==> src/rtl/ras_stack_pkg.sv <==
// Shared types and sizing for the return address stack.
// Counts are one bit wider than indices so a full stack (RAS_ENTRIES) is representable.
package ras_stack_pkg;

    localparam int RAS_ENTRIES     = 16;
    localparam int LOG_RAS_ENTRIES = 4;

    typedef logic [37:0]                pc38_t;
    typedef logic [LOG_RAS_ENTRIES-1:0] ras_idx_t;
    typedef logic [LOG_RAS_ENTRIES:0]   ras_cnt_t;

    localparam ras_cnt_t RAS_CNT_MAX = ras_cnt_t'(RAS_ENTRIES);

    // Per-cycle operation after applying restore > push/pop priority.
    typedef enum logic [2:0] {
        RAS_OP_IDLE,
        RAS_OP_RESTORE,
        RAS_OP_SWAP,
        RAS_OP_PUSH,
        RAS_OP_POP
    } ras_op_e;

    function automatic ras_cnt_t clamp_cnt(input ras_cnt_t c);
        return (c > RAS_CNT_MAX) ? RAS_CNT_MAX : c;
    endfunction

endpackage

==> src/rtl/ras_stack_if.sv <==
// Predictor <-> RAS signal bundle. There is no back-pressure: push_valid, pop_valid and
// restore_valid are single-cycle strobes that are always accepted on the edge they are sampled.
interface ras_stack_if;
    import ras_stack_pkg::*;

    logic     push_valid;
    pc38_t    push_pc38;
    logic     pop_valid;
    logic     restore_valid;
    ras_idx_t restore_ras_index;
    ras_cnt_t restore_ras_count;

    pc38_t    ret_pc38;
    logic     ret_valid;
    ras_idx_t ras_index;
    ras_cnt_t ras_count;

    modport master (
        output push_valid, push_pc38, pop_valid,
        output restore_valid, restore_ras_index, restore_ras_count,
        input  ret_pc38, ret_valid, ras_index, ras_count
    );

    modport slave (
        input  push_valid, push_pc38, pop_valid,
        input  restore_valid, restore_ras_index, restore_ras_count,
        output ret_pc38, ret_valid, ras_index, ras_count
    );

endinterface

==> src/rtl/ras_stack.sv <==
// Circular return address stack: index points at the newest entry, count saturates at depth.
// Outputs are the registered state of the cycle, so the BCB snapshot is always pre-update.
module ras_stack
    import ras_stack_pkg::*;
(
    input  logic         clk,
    input  logic         rst,
    ras_stack_if.slave   rif
);

    pc38_t    entry_q [RAS_ENTRIES];
    ras_idx_t idx_q, idx_d;
    ras_cnt_t cnt_q, cnt_d;
    logic     wr_en;
    ras_idx_t wr_addr;
    ras_op_e  op;

    // Underflowing pops collapse to idle so they cannot disturb the pointers.
    always_comb begin
        op = RAS_OP_IDLE;
        if (rif.restore_valid) begin
            op = RAS_OP_RESTORE;
        end else if (rif.push_valid && rif.pop_valid) begin
            op = RAS_OP_SWAP;
        end else if (rif.push_valid) begin
            op = RAS_OP_PUSH;
        end else if (rif.pop_valid && (cnt_q != '0)) begin
            op = RAS_OP_POP;
        end
    end

    always_comb begin
        idx_d   = idx_q;
        cnt_d   = cnt_q;
        wr_en   = 1'b0;
        wr_addr = idx_q;
        unique case (op)
            RAS_OP_RESTORE: begin
                idx_d = rif.restore_ras_index;
                cnt_d = clamp_cnt(rif.restore_ras_count);
            end
            RAS_OP_SWAP: begin
                wr_en = 1'b1;
                cnt_d = (cnt_q == '0) ? ras_cnt_t'(1) : cnt_q;
            end
            RAS_OP_PUSH: begin
                idx_d   = idx_q + 1'b1;
                wr_addr = idx_q + 1'b1;
                wr_en   = 1'b1;
                cnt_d   = (cnt_q == RAS_CNT_MAX) ? RAS_CNT_MAX : cnt_q + 1'b1;
            end
            RAS_OP_POP: begin
                idx_d = idx_q - 1'b1;
                cnt_d = cnt_q - 1'b1;
            end
            default: begin
            end
        endcase
    end

    always_ff @(posedge clk) begin
        if (rst) begin
            idx_q <= '0;
            cnt_q <= '0;
            for (int i = 0; i < RAS_ENTRIES; i++) begin
                entry_q[i] <= '0;
            end
        end else begin
            idx_q <= idx_d;
            cnt_q <= cnt_d;
            if (wr_en) begin
                entry_q[wr_addr] <= rif.push_pc38;
            end
        end
    end

    assign rif.ret_pc38  = entry_q[idx_q];
    assign rif.ret_valid = (cnt_q != '0);
    assign rif.ras_index = idx_q;
    assign rif.ras_count = cnt_q;

endmodule

==> src/flat_wrapper.sv <==
// flat-port wrapper written by rule: the top's interface ports become plain ports
module ras_stack_flat import ras_stack_pkg::*;
  (clk, rst, rif_push_valid, rif_push_pc38, rif_pop_valid, rif_restore_valid, rif_restore_ras_index, rif_restore_ras_count, rif_ret_pc38, rif_ret_valid, rif_ras_index, rif_ras_count);
  ras_stack_if rif_i ();
  input  logic clk;
  input  logic rst;
  input wire logic [$bits(rif_i.push_valid)-1:0] rif_push_valid;
  input wire logic [$bits(rif_i.push_pc38)-1:0] rif_push_pc38;
  input wire logic [$bits(rif_i.pop_valid)-1:0] rif_pop_valid;
  input wire logic [$bits(rif_i.restore_valid)-1:0] rif_restore_valid;
  input wire logic [$bits(rif_i.restore_ras_index)-1:0] rif_restore_ras_index;
  input wire logic [$bits(rif_i.restore_ras_count)-1:0] rif_restore_ras_count;
  output wire logic [$bits(rif_i.ret_pc38)-1:0] rif_ret_pc38;
  output wire logic [$bits(rif_i.ret_valid)-1:0] rif_ret_valid;
  output wire logic [$bits(rif_i.ras_index)-1:0] rif_ras_index;
  output wire logic [$bits(rif_i.ras_count)-1:0] rif_ras_count;
  assign rif_i.push_valid = rif_push_valid;
  assign rif_i.push_pc38 = rif_push_pc38;
  assign rif_i.pop_valid = rif_pop_valid;
  assign rif_i.restore_valid = rif_restore_valid;
  assign rif_i.restore_ras_index = rif_restore_ras_index;
  assign rif_i.restore_ras_count = rif_restore_ras_count;
  assign rif_ret_pc38 = rif_i.ret_pc38;
  assign rif_ret_valid = rif_i.ret_valid;
  assign rif_ras_index = rif_i.ras_index;
  assign rif_ras_count = rif_i.ras_count;
  ras_stack u_core (.clk(clk), .rst(rst), .rif(rif_i));
endmodule
==> config.mk <==
export PLATFORM = sky130hd
export DESIGN_NAME = ras_stack_flat
export DESIGN_NICKNAME = d
export VERILOG_FILES = /design/src/rtl/ras_stack_pkg.sv /design/src/rtl/ras_stack_if.sv /design/src/rtl/ras_stack.sv /design/src/flat_wrapper.sv
export SDC_FILE = /design/constraint.sdc
export NUM_CORES = 1
export LEC_CHECK = 0
export CAP_MARGIN = 40
export CORE_MARGIN = 2
export CORE_UTILIZATION = 60
export CTS_CLUSTER_SIZE = 40
export DETAILED_ROUTE_END_ITERATION = 16
export DONT_BUFFER_PORTS = 1
export GPL_ROUTABILITY_DRIVEN = 0
export PLACE_DENSITY_LB_ADDON = 0.05
export SLEW_MARGIN = 5
export SYNTH_ARGS = -nofsm -noshare
export SYNTH_HDL_FRONTEND = slang
export SYNTH_SLANG_ARGS = --single-unit
==> constraint.sdc <==
create_clock -name clk -period 13.2 [get_ports clk]
set_clock_uncertainty 0.2 [all_clocks]
set_input_delay 3.3 -clock clk [delete_from_list [all_inputs] [get_ports clk]]
set_output_delay 3.3 -clock clk [all_outputs]
set_load 0.005 [all_outputs]
Word-level counts from Yosys, hierarchy flattened
Memory sizes are Yosys's and may differ from the RTL's. A register that Yosys moved wholly into a read port is not among the register bits.
Cells that the tools add are included.

storage, ports and cells
  register bits after elaboration = 9
  bits in writable memories = 608
  input port bits = 52
  memories = 1

memories
  name            depth  bits a word  rd ports  clocked after Yosys merged registers in  wr ports  line             source
  u_core.entry_q  16     38           1         1                                        16        ras_stack.sv:11  pc38_t entry_q [RAS_ENTRIES];

operators by class
  $add $sub $neg = 4
  magnitude comparators = 1
  equality and inequality tests = 6
  multiplexer cells = 21
  reduce and logical (&&, ||, !) cells = 9

operators with widths
  operator                                                count
  2-to-1 mux 38 bit                                       1
  OR reduction 38 bit                                     1
  case mux 5 bit (4 select lines)                         1
  2-to-1 mux 4 bit                                        4
  2-to-1 mux 5 bit                                        3
  2-to-1 mux 3 bit                                        4
  case mux 4 bit (3 select lines)                         1
  2-to-1 mux 1 bit                                        7
  == test 3 x 2 -> 1 bit (second input constant)          2
  adder 5 x 1 -> 5 bit (second input constant)            1
  == test 5 bit (second input constant)                   1
  > comparator 5 bit (second input constant)              1
  logical NOT 5 bit                                       1
  nonzero test 5 bit                                      1
  subtractor 5 x 1 -> 5 bit (second input constant)       1
  adder 4 x 1 -> 4 bit (second input constant)            1
  nonzero test 4 bit                                      1
  subtractor 4 x 1 -> 4 bit (second input constant)       1
  == test 3 x 1 -> 1 bit (second input constant)          1
  == test 3 bit (second input constant)                   1
  nonzero test 3 bit                                      1
  logical AND 1 bit                                       2
  inequality test 2 x 1 -> 1 bit (second input constant)  1
  AND reduction 2 bit                                     1
  OR reduction 2 bit                                      1

Depth between registers and ports, before layout
Gate-level depths: netlist (run 1).

  depth after elaboration = 14
  depth in mapped cells = 7
  mapped depth without buffers = 6

Least setup slack after synthesis (run 1)
No wires, ideal clock.

  kind = input -> register
  start = input rif_pop_valid
  end = memory u_core.entry_q[3][0] in the netlist's numbering (enable)
  setup time = 0.441 ns
  arrival time = 6.561 ns
  required time = 12.559 ns
  setup slack = 5.998 ns
  stages = 7
  path buffers = 2
  cells stage by stage = nor3b_2 ha_1 or3b_1 nand3b_1 buf_2 buf_2 o21bai_1

RTL lines
  item                line               source
  start: declaration  flat_wrapper.sv:9  input wire logic [$bits(rif_i.pop_valid)-1:0] rif_pop_valid;
  end: declaration    ras_stack.sv:11

==> results.toml, run 1 <==
[place]
place_inst = 2254
port_buffers = 0
place_area_um2 = 29900
dp_hpwl_mm = 37.6

[global_route]
grt_usage = 0.294
grt_max_degree = 157
grt_pass1_vias = 16800
antenna_found_initial = 4
overflow = 0
grt_pass1_wl_mm = 109

[synthesis]
synth_edf_count = 608
ys.flop_type = "edfxtp_1"
synthCells = 1824
synth-simple-area-share = 0.161
synth_xor_area_frac = 0.000897
synth_warnings = 0
synth-adder-area-share = 0.00256
synth.mux.area_fraction = 0.148
seq_area_frac_synth = 0.632
ys_ff_latch = 621
syn_area_um2 = 29300
synth_nets = 1882
syn_area_per_cell_um2 = 16.1
synthDistinctLibCells = 54
synth_compound_area_frac = 0.0148
synth_top_family_by_area = "simple AND/OR/NAND/NOR gates"
ys_async_sr_fraction = 0

[clock_network]
cts_buffers = 67
clk_path_buf_depth = 3
cts_root_buf = "clkbuf_16"
insertion_delay_ns = 0.58
clk_pin_slew_ns = 0.06
post_cts_buffers = 0
postCtsHoldBufs = 0
cts_resized = 0
htreeDepth = 3
cts_tree = "built"
cts_num_sinks = 621

[setup_path]
crit_buf_inv = 4
critical-path-slowest-cell = "mux4_2"
arrival_ns = 3.51
max_stage_delay_ns = 0.55
critPathKind = "reg2out"
cp.required_ns = 9.70
critPathCaptureType = "primary output"
path_delay_family = "buffers and inverters"
worstPathMaxFanout = 38
start_kind = "flop"
path_cells = "buf_4 > buf_16 > buf_4 > buf_16 > mux4_2 > mux4_2"

[floorplan]
initial_utilization = 0.611
core_area_um2 = 47900
ioPinCount = 100
die_h_um = 225
rows = 80
die_x_um = 225
dieArea_um2 = 50600

[finish]
finalInstanceArea_um2 = 31800
drive_above_1_share = 0.350
final_nets = 1766
fill_cells = 3312
area_delta_synth_final_pct = 8.61
final_cells = 2367

[pwr]
peakVddDrop_mv = 0.102
p_leak_nw = 9.66
power.density_nw_per_um2 = 140
power.total_w = 0.00447

[sta]
rsz0062_at_grt = "false"
setup_violations = 0
finalMaxSlewViolations = 0
slew_headroom = 0.403
fmax_ghz = 0.143
post-route-period-util = 0.531
tns_ns = 0
hold_viol_final = 0
layout_min_cycle_time_ns = 7.01
worst_pin_slew_ns = 0.895

[drt]
drc = 0
first_iter_violations = 1881
postRouteAntennaNets = 0
dr_total_vias = 16500
vias_per_cell = 6.99
wl_mm = 72.0
wire_per_inst_um = 30.4
first_pass_iters = 6

[flow_run]
cap_violations = 0

[status]
status = "complete, no violations"

[min_path]
hp-class = "reg2reg"
## stage by stage
| stage | hold WS, ns | setup slack, ns | util |
|---|---|---|---|
| 2_1_floorplan | 0.365 | 6.00 | - |
| 3_5_place_dp | 0.447 | 6.06 | 0.623 |
| 4_1_cts | 0.464 | 6.08 | 0.663 |
| 6_report | 0.471 | 6.19 | 0.664 |
| 3_3_place_gp | 0.441 | 5.99 | 0.617 |
| 5_1_grt | 0.522 | 5.96 | 0.664 |
## layout make-up
type / instances / area, um^2 / area share
tap: 615 / 769 / 0.0242
timing repair buffer: 46 / 596 / 0.0187
sequential: 621 / 18500 / 0.582
inverter: 46 / 173 / 0.00543
clock inverter: 23 / 155 / 0.00488
antenna: 4 / 10.0 / 0.000315
multi-input combinational: 926 / 9790 / 0.308
clock buffer: 86 / 1790 / 0.0563
## cell usage after synthesis, types with 2 or more instances
cell | n | area, um^2
a21o_1 | 2 | 15.0
nor3_2 | 265 | 2650
o211ai_1 | 2 | 15.0
mux2i_1 | 2 | 20.0
nand3b_1 | 7 | 52.6
a31oi_1 | 2 | 12.5
clkbuf_1 | 102 | 383
nor2b_1 | 7 | 43.8
nand2_1 | 11 | 41.3
a211o_1 | 3 | 26.3
buf_2 | 83 | 415
a21oi_1 | 5 | 25.0
o21ai_0 | 5 | 25.0
nand2b_1 | 5 | 31.3
o31ai_1 | 4 | 30.0
buf_4 | 15 | 113
mux4_2 | 190 | 4280
nand3_1 | 5 | 25.0
xnor2_1 | 2 | 17.5
dfxtp_1 | 13 | 260
a221oi_1 | 6 | 52.6
o21bai_1 | 16 | 120
nor3_1 | 346 | 1730
nor2_1 | 9 | 33.8
edfxtp_1 | 608 | 18300
ha_1 | 6 | 75.1
buf_1 | 30 | 113
or3b_1 | 2 | 17.5
inv_1 | 46 | 173
## report_power, final
part           internal, W  switching (W)  total [W]
combinational     0.000162       0.000307   0.000469
clock             0.000975       0.000747    0.00172
sequential         0.00224      0.0000403    0.00228
## registers in the layout (all words and copies together), names as in the netlist, named ones only
register              cells
u_core.rif.ras_index      4
u_core.rif.ras_count      5
u_core.entry_q          608
## tightest hold or removal path, delay by kind of cell (launching register included)
family / cells / cell delay (ns)
AOI/OAI and AO/OA: 1 / 0.08
DFF: 1 / 0.40
and+or+nand+nor: 1 / 0.14
## routing by layer
| metal | wire length [um] | global-route usage |
|---|---|---|
| met1 | 29000 | 0.415 |
| met2 | 36400 | 0.477 |
| met3 | 5140 | 0.0497 |
| met4 | 1400 | 0.0904 |
| met5 | 0 | 0 |
## logic make-up after synthesis
family,Yosys count
fa+ha+maj,6
xor+xnor,3
mux,194
simple gates,666
compound gates,57
buf+inv,277
flops,621
## cells in the final DEF (no fill, tap or decap), types with 3 or more instances in the layout
cell type  synthesis  routed
a221oi_1           6       6
nand2_1           11       9
edfxtp_1         608     608
nand2b_1           5       3
nand3_1            5       5
o21ai_0            5       5
dfxtp_1           13       9
o21bai_4           0      16
clkinv_1           0      12
diode_2            0       4
clkinv_2           0       5
a21oi_1            5       5
inv_1             46      46
inv_6              0       4
o31ai_1            4       4
nor3_1           346     346
buf_4             15      32
clkbuf_1         102      17
ha_1               6       6
nor2b_1            7       7
mux4_2           190     190
clkbuf_16          0      69
a211o_1            3       3
buf_12             0       4
dfxtp_4            0       3
buf_16             0      10
nand3b_1           7       7
nor2_1             9       9
nor3_2           265     265
## worst paths after layout
path / start / end / slack (ns) / cells after the start
worst max-delay path: flop / rif_ret_pc38[19] / 6.19 / 6
worst min-delay path: u_core.rif.ras_count[0]$_SDFFE_PP0P_ / u_core.rif.ras_count[0]$_SDFFE_PP0P_ / 0.47 / 2
worst max register to register: u_core.rif.ras_index[1]$_SDFFE_PP0N_ / u_core.entry_q[10][23]$_SDFFCE_PN0P_ / 8.81 / 7
worst min register to register: u_core.rif.ras_count[0]$_SDFFE_PP0P_ / u_core.rif.ras_count[0]$_SDFFE_PP0P_ / 0.47 / 2
No activity file was read; power rests on OpenSTA's default activity.
==> run 2, diff against run 1 <==
==> constraint.sdc (replaced) <==
create_clock -name clk -period 6.6 [get_ports clk]
set_clock_uncertainty 0.2 [all_clocks]
set_input_delay 1.65 -clock clk [delete_from_list [all_inputs] [get_ports clk]]
set_output_delay 1.65 -clock clk [all_outputs]
set_load 0.005 [all_outputs]
==> results.toml, run 2 (synthesis gave the netlist of run 1 again) <==
[place]
place_area_um2 = 30000
dp_hpwl_mm = 40.6
port_buffers = 0

[clock_network]
cts_tree = "built"
insertion_delay_ns = 0.58
cts_resized = 0
post_cts_buffers = 0
cts_num_sinks = 621
htreeDepth = 3
clk_path_buf_depth = 3
cts_buffers = 67
cts_root_buf = "clkbuf_16"
postCtsHoldBufs = 0
clk_pin_slew_ns = 0.05

[drt]
wl_mm = 69.6
first_iter_violations = 1483
postRouteAntennaNets = 0
vias_per_cell = 6.82
dr_total_vias = 16400
wire_per_inst_um = 29.1
drc = 0
first_pass_iters = 5

[finish]
largest_reg_flops = 608
drive_above_1_share = 0.359
finalInstanceArea_um2 = 32200
area_delta_synth_final_pct = 9.79
regMostFlops = "u_core.entry_q"
most-common-layout-cells = "edfxtp_1, nor3_1, nor3_2"
final_common_cell = "edfxtp_1"
final_nets = 1784

[sta]
worst_pin_slew_ns = 0.895
fmax_ghz = 0.206
tns_ns = 0
post-route-period-util = 0.735
setup_violations = 0
layout_min_cycle_time_ns = 4.85
slew_headroom = 0.403
hold_viol_final = 0
finalMaxSlewViolations = 0
rsz0062_at_grt = "false"

[floorplan]
rows = 80
core_area_um2 = 47900
initial_utilization = 0.611
die_x_um = 225
dieArea_um2 = 50600
ioPinCount = 100
die_h_um = 225

[global_route]
grt_pass1_wl_mm = 105
antenna_found_initial = 1
grt_max_degree = 79
grt_usage = 0.283
overflow = 0
grt_pass1_vias = 16600

[setup_path]
path_cells = "buf_12 > buf_4 > mux4_2 > mux4_2"
r2r_setup_slack_ns = 2.90
crit_buf_inv = 2
critPathKind = "reg2out"
worstPathMaxFanout = 24
path_delay_family = "multiplexers"
critical-path-slowest-cell = "dfxtp_4"
max_stage_delay_ns = 0.65
start_kind = "flop"
critPathCaptureType = "primary output"
crit_top_cell = "mux4_2"
arrival_ns = 3.00
cp.required_ns = 4.75

[pwr]
p_leak_nw = 9.84
peakVddDrop_mv = 0.213
power.density_nw_per_um2 = 284

[status]
status = "complete, no violations"

[flow_run]
cap_violations = 0

[min_path]
hp-class = "reg2reg"
-- run 2: changes by cell type in the layout (fill, tap and decap cells not counted), moves of 3 or more --
cell and change:
buf_4 +11, buf_12 +10, clkinv_1 +10, clkbuf_1 -5
bufinv_16 +4, buf_16 -3, clkinv_2 +3, diode_2 -3
-- run 2: area by class of cell --
class | instances | area, um^2
Multi-Input combinational cell | 926 | 9790
Sequential cell | 621 | 18500
Tap cell | 615 | 769
Clock inverter | 43 | 349
Inverter | 46 | 173
Antenna cell | 1 | 2.50
Timing Repair Buffer | 64 | 796
Fill cell | 3285 | 15800
Clock buffer | 80 | 1750
-- run 2: layer usage --
metal | part of all wire | vias up | GRT usage
met3 | 0.062 | 119 | 0.0425
met5 | 0 | - | 0
met2 | 0.51 | 597 | 0.468
met4 | 0.028 | 0 | 0.0955
li1 | - | 7061 | -
met1 | 0.40 | 8575 | 0.391
-- run 2: path summary, 6_finish.rpt --
kind	start	to	depth (start not counted)
worst max register to register	u_core.rif.ras_index[0]$_SDFFE_PP0N_	u_core.entry_q[1][7]$_SDFFCE_PN0P_	6
worst min-delay path	u_core.rif.ras_index[3]$_SDFFE_PP0N_	flop	2
worst min register to register	u_core.rif.ras_index[3]$_SDFFE_PP0N_	flop	2
worst max-delay path	flop	rif_ret_pc38[6]	4
-- run 2: worst register-to-register path, cell delays in order, from the launching register on --
cell,delay (ns)
dfxtp_1,0.48
inv_1,0.12
ha_1,0.32
or3b_1,0.40
nand3b_1,0.62
o21bai_4,0.78
buf_4,0.44
-- run 2: where the power goes --
| group | internal (W) | switching, W | total (W) |
|---|---|---|---|
| clock network | 0.00209 | 0.00154 | 0.00363 |
| registers | 0.00448 | 0.0000743 | 0.00455 |
| logic | 0.000331 | 0.000617 | 0.000948 |
-- run 2: per-stage QoR --
stage	std cells	total power [W]	hold slack [ns]	utilization	worst slack [ns]
2_1_floorplan	1824	0.00527	0.365	-	1.05
3_3_place_gp	2258	0.00555	0.439	0.620	1.56
3_5_place_dp	2271	0.00559	0.437	0.626	1.52
4_1_cts	2394	0.00919	0.452	0.670	1.65
5_1_grt	2396	0.00938	0.503	0.671	1.58
6_report	2396	0.00913	0.447	0.671	1.75
